**src/rtl/fft_pkg.sv**
```systemverilog
// Shared types and constants for the 8-point FFT result streamer.
// Build option: FFT_STREAM_BITREV_EN selects bit-reversed buffer readout.
package fft_pkg;

  localparam int FFT_N  = 8;
  localparam int FFT_W  = 16;
  localparam int FFT_IW = 3;

  typedef struct packed {
    logic [FFT_W-1:0] re;
    logic [FFT_W-1:0] im;
  } cplx_t;

  typedef enum logic {
    IDLE,
    STREAM
  } state_t;

  // Reverses the low iw bits of idx; bits above iw come back as zero.
  function automatic logic [FFT_IW-1:0] bitrev(input logic [FFT_IW-1:0] idx, input int iw);
    logic [FFT_IW-1:0] r;
    r = {<<{idx}};
    return r >> (FFT_IW - iw);
  endfunction

endpackage

```
**src/rtl/fft_frame_buf.sv**
```systemverilog
// N-entry complex register file: whole-frame capture write, one indexed read.
module fft_frame_buf
  import fft_pkg::*;
(
  input  logic                    clk,
  input  logic                    wr_en,
  input  logic [FFT_N*FFT_W-1:0]  wr_real,
  input  logic [FFT_N*FFT_W-1:0]  wr_imag,
  input  logic [FFT_IW-1:0]       rd_idx,
  output cplx_t                   rd_data
);

  cplx_t mem [FFT_N];

  // NOTE: no reset on the storage -- every entry is rewritten by a capture
  // before the streamer can read it, so plain enable flops are enough.
  // NOTE: sequential state uses non-blocking assignments so all entries
  // update together at the edge regardless of statement order.
  always_ff @(posedge clk) begin
    if (wr_en) begin
      for (int k = 0; k < FFT_N; k++) begin
        mem[k].re <= wr_real[k*FFT_W +: FFT_W];
        mem[k].im <= wr_imag[k*FFT_W +: FFT_W];
      end
    end
  end

  assign rd_data = mem[rd_idx];

endmodule

```
**src/rtl/fft_8_result_streamer.sv**
```systemverilog
// Captures an FFT result frame on fft_done and replays it on a valid/ready stream.
// Build option: FFT_STREAM_BITREV_EN streams a bit-reversed core output in natural order.
module fft_8_result_streamer
  import fft_pkg::*;
(
  input  logic                    clk,
  input  logic                    rst_n,
  input  logic                    fft_done,
  input  logic [FFT_N*FFT_W-1:0]  fft_real,
  input  logic [FFT_N*FFT_W-1:0]  fft_imag,
  output logic                    cap_ready,
  output logic                    out_valid,
  input  logic                    out_ready,
  output logic [FFT_W-1:0]        out_real,
  output logic [FFT_W-1:0]        out_imag,
  output logic [FFT_IW-1:0]       out_idx,
  output logic                    out_last,
  output logic                    overrun,
  input  logic                    clr_overrun
);

  localparam logic [FFT_IW-1:0] LAST_IDX = FFT_IW'(FFT_N - 1);

  state_t             state_q, state_d;
  logic [FFT_IW-1:0]  cnt_q, cnt_d, nxt_cnt, rd_idx;
  logic               valid_q, valid_d;
  logic               last_q, last_d;
  logic               ovr_q, ovr_d;
  logic [FFT_W-1:0]   re_q, re_d, im_q, im_d;
  cplx_t              rd_data;
  logic               hs, last_hs, capture, drop;

  assign hs        = valid_q & out_ready;
  assign last_hs   = hs & last_q;
  assign cap_ready = (state_q == IDLE) | last_hs;
  assign capture   = fft_done & cap_ready;
  assign drop      = fft_done & ~cap_ready;
  assign nxt_cnt   = cnt_q + 1'b1;

`ifdef FFT_STREAM_BITREV_EN
  assign rd_idx = bitrev(nxt_cnt, FFT_IW);
`else
  assign rd_idx = nxt_cnt;
`endif

  fft_frame_buf u_buf (
    .clk     (clk),
    .wr_en   (capture),
    .wr_real (fft_real),
    .wr_imag (fft_imag),
    .rd_idx  (rd_idx),
    .rd_data (rd_data)
  );

  // NOTE: every variable gets its hold value first so no path infers a latch.
  always_comb begin
    state_d = state_q;
    cnt_d   = cnt_q;
    valid_d = valid_q;
    last_d  = last_q;
    re_d    = re_q;
    im_d    = im_q;

    case (state_q)
      IDLE: ;
      STREAM: begin
        if (last_hs) begin
          state_d = IDLE;
          cnt_d   = '0;
          valid_d = 1'b0;
          last_d  = 1'b0;
        end else if (hs) begin
          cnt_d  = nxt_cnt;
          last_d = (nxt_cnt == LAST_IDX);
          re_d   = rd_data.re;
          im_d   = rd_data.im;
        end
      end
      default: state_d = IDLE;
    endcase

    // Bin 0 lives at buffer position 0 in either order, so the first beat
    // is taken straight from the core while the buffer is being written.
    if (capture) begin
      state_d = STREAM;
      cnt_d   = '0;
      valid_d = 1'b1;
      last_d  = 1'b0;
      re_d    = fft_real[FFT_W-1:0];
      im_d    = fft_imag[FFT_W-1:0];
    end
  end

  always_comb begin
    ovr_d = ovr_q;
    if (drop)             ovr_d = 1'b1;
    else if (clr_overrun) ovr_d = 1'b0;
  end

  always_ff @(posedge clk or negedge rst_n) begin
    if (!rst_n) begin
      state_q <= IDLE;
      cnt_q   <= '0;
      valid_q <= 1'b0;
      last_q  <= 1'b0;
      ovr_q   <= 1'b0;
      re_q    <= '0;
      im_q    <= '0;
    end else begin
      state_q <= state_d;
      cnt_q   <= cnt_d;
      valid_q <= valid_d;
      last_q  <= last_d;
      ovr_q   <= ovr_d;
      re_q    <= re_d;
      im_q    <= im_d;
    end
  end

  assign out_valid = valid_q;
  assign out_last  = last_q;
  assign out_idx   = cnt_q;
  assign out_real  = re_q;
  assign out_imag  = im_q;
  assign overrun   = ovr_q;

endmodule

```
**config.mk**
```make
export PLATFORM = sky130hd
export DESIGN_NAME = fft_8_result_streamer
export DESIGN_NICKNAME = d
export VERILOG_FILES = /design/src/rtl/fft_pkg.sv /design/src/rtl/fft_frame_buf.sv /design/src/rtl/fft_8_result_streamer.sv
export SDC_FILE = /design/constraint.sdc
export NUM_CORES = 1
export LEC_CHECK = 0
export CORE_MARGIN = 2
export CORE_UTILIZATION = 45
export CTS_CLUSTER_DIAMETER = 30
export CTS_CLUSTER_SIZE = 25
export DETAILED_ROUTE_END_ITERATION = 6
export PLACE_DENSITY = 0.72
export SLEW_MARGIN = 40
export SYNTH_ARGS = -nofsm -noshare
export SYNTH_HDL_FRONTEND = slang
export SYNTH_SLANG_ARGS = --single-unit
```
**constraint.sdc**
```tcl
create_clock -name clk -period 17 [get_ports clk]
set_input_delay 5.1 -clock clk [delete_from_list [all_inputs] [get_ports clk]]
set_output_delay 5.1 -clock clk [all_outputs]
set_load 0.01 [all_outputs]
```
==> results.yml <==
synth:
  synth-xor-area-share: 0.00357
  ys_seq_elements: 295
  synth_edf_count: 256
  synthMuxAreaShare: 0.0824
  synth.yosys.seq_area_share: 0.706
  ys.flop_type: "edfxtp_1"
  yosysMostFrequentCell: "edfxtp_1"
  netlist_area_mm2: 0.0123
  synthAdderAreaFrac: 0.00204
  yosysTopAreaCell: "edfxtp_1"
  yosys.area_share.simple: 0.106
  syn_area_per_cell_um2: 15.0
  synth_area_leaders: "edfxtp_1, dfrtp_1, mux2i_1, nand3b_1, mux2_2"
  syn_inst: 818
  yosysUniqueCellTypes: 31
  synth_top_family_by_area: "simple AND/OR/NAND/NOR gates"
  yosysWarnings: 0
  synth_top_area_share: 0.627
  synthTopCellsByCount: "edfxtp_1, nand2_1, mux2i_1, nor3_1, nand3b_1"
  synth_compound_area_frac: 0.0751
  syn-num-nets: 1081
  synthArstFlopShare: 0.132
critical_path:
  cp-end-kind: "primary output"
  cp_slowest_cell: "clkdlybuf4s50_1"
  reg2reg_to: "out_imag[2]$_DFFE_PN0P_"
  crit_arrival_ns: 6.92
  rrSetupSlack_ns: 12.91
  crit_chain: "clkdlybuf4s50_1 > nand3_1 > nand2_2 > buf_4 > clkdlybuf4s50_1"
  timing.critical_path.from: "out_ready"
  worstPathMaxFanout: 35
  timing_worst_setup_path_type: "in -> out"
  reg2reg_depth: 7
  required_ns: 11.90
  crit_path_end: "cap_ready"
  max_stage_delay_ns: 0.65
  reg2reg_from: "out_idx[0]$_DFFE_PN0P_"
  crit_path_frequent_cell: "clkdlybuf4s50_1"
  crit_path_start_kind: "input pin"
die:
  die-width_um: 169
  rows: 60
  top_level_ports: 300
  die_area_mm2: 0.0286
  die_h_um: 169
  core-area_mm2: 0.0269
  start_util: 0.456
clocking:
  numCtsBuffers: 66
  postCtsSetupRepairBufs: 0
  clockBufferDepth: 3
  clock_latency_ns: 0.55
  root_buffer: "clkbuf_16"
  htreeDepth: 3
  cts_resized: 0
  cts_sinks: 295
  cts_tree: "built"
  clkSlewWorstSetupHoldPaths_ns: 0.04
  holdBufCountCts: 0
hold_path:
  min_path_cells: 2
  min_path_type: "reg -> reg"
timing:
  slew_violations: 0
  setup_viol: 0
  worst_pin_slew_ns: 0.821
  period_needed_ns: 12.02
  hold_viol: 0
  fmax_mhz: 83.2
  fin_crit_sh: 0.707
  relSlewSlack: 0.453
  rsz0062_at_grt: "no"
  skew_ns: 0.0275
  holdWs_ns: 0.532
  fin_setup_tns_ns: 0
power_and_ir_drop:
  vdd_drop_max_mv: 0.0858
  power.density_mw_per_mm2: 154
  power_w: 0.00276
  p_leak_nw: 6.36
grt:
  grt_first_pass_wirelength_mm: 49.3
  grt_pass1_vias: 8582
  grt_max_degree: 85
  antenna_found_initial: 3
  grt.total_usage: 0.229
  globalRouteOverflowTotal: 0
final_layout:
  finalNetCount: 1395
  drive_gt1_frac: 0.152
  fillCellCount: 1962
  seqCellArea_mm2: 0.00867
  areaGrowthSynthToFinish_pct: 45.8
  multi_input_area_mm2: 0.00337
  final_util: 0.665
flow_run:
  max-cap-violations: 0
placement:
  finalWeightedCongestion: 0.799
  numPortBuffers: 299
  dp_hpwl_mm: 21.1
routing:
  num_vias: 8317
  routed_wl_mm: 33.1
  drtIter0Drc: 627
  drc: 0
  vias_per_cell: 5.44
  ant_nets: 0
  wl_per_cell_um: 21.6
  first_pass_iters: 5
run_status:
  outcome: "complete, no violations"
==> kinds of logic (layout without fill, tap and decap cells) <==
logic type                 Yosys count  after routing
muxes                               97             97
adders and majority gates            2              2
and+or+nand+nor                    243            243
DFF                                295            295
other                                0              3
buffers and inverters               71            439
xor gates and xnor gates             2              2
AOI/OAI and AO/OA                  108            108
==> sequential cells by signal, summed over array words and instances (netlist names) <==
register	count
out_idx	3
state_q	1
out_valid	1
u_buf.mem	256
overrun	1
out_last	1
out_real	16
out_imag	16
==> power by group <==
part	total, W	switching, W	internal [W]
combinational	0.000641	0.000336	0.000305
clock	0.00126	0.000402	0.000854
sequential	0.000864	0.0000388	0.000825
==> worst min-delay path by stage <==
stage	from	endpoint	slack [ns]
6_report	overrun$_DFFE_PN0P_	overrun$_DFFE_PN0P_	0.53
2_1_floorplan	overrun$_DFFE_PN0P_	overrun$_DFFE_PN0P_	0.55
5_1_grt	overrun$_DFFE_PN0P_	overrun$_DFFE_PN0P_	0.56
3_5_place_dp	overrun$_DFFE_PN0P_	overrun$_DFFE_PN0P_	0.52
3_3_place_gp	overrun$_DFFE_PN0P_	overrun$_DFFE_PN0P_	0.53
4_1_cts	overrun$_DFFE_PN0P_	overrun$_DFFE_PN0P_	0.53
==> layout make-up <==
type,count,share of cell area
Antenna cell,3,0.000420
Multi-Input combinational cell,452,0.188
Inverter,3,0.000630
Clock inverter,45,0.0272
Sequential cell,295,0.485
Clock buffer,77,0.0987
Timing Repair Buffer,314,0.176
Tap cell,341,0.0239
==> layout by cell type, fill, tap and decap left out, drive strengths merged, types with 4 or more instances in the layout <==
cell | Yosys | routed
nand3b | 64 | 64
clkinv | 0 | 25
a31o | 32 | 32
nand2 | 68 | 68
mux2i | 65 | 65
nand3 | 34 | 34
inv | 3 | 11
mux2 | 32 | 32
bufinv | 0 | 7
dfrtp | 39 | 39
a211oi | 32 | 32
clkinvlp | 0 | 5
buf | 20 | 17
nor2 | 4 | 4
clkbuf | 48 | 77
nor3 | 65 | 65
a32o | 32 | 32
edfxtp | 256 | 256
clkdlybuf4s50 | 0 | 297
o21ai | 5 | 5
==> through the flow <==
step	worst slack, ns	cells	area (um^2)
2_1_floorplan	4.78	818	12300
3_3_place_gp	5.00	1400	15500
3_5_place_dp	4.99	1405	15600
4_1_cts	4.98	1527	17900
5_1_grt	4.96	1529	17900
6_report	4.98	1530	17900
==> layer usage <==
layer / GRT usage / part of all wire
met5: 0 / 0
met4: 0.0795 / 0.025
met3: 0.0729 / 0.084
met2: 0.371 / 0.49
met1: 0.291 / 0.40
==> critical path: cells and delay by family <==
kind | cells | cell delay (ns)
buf+inv | 3 | 1.59
simple gates | 2 | 0.22
Power figures use the tool's default switching activity.
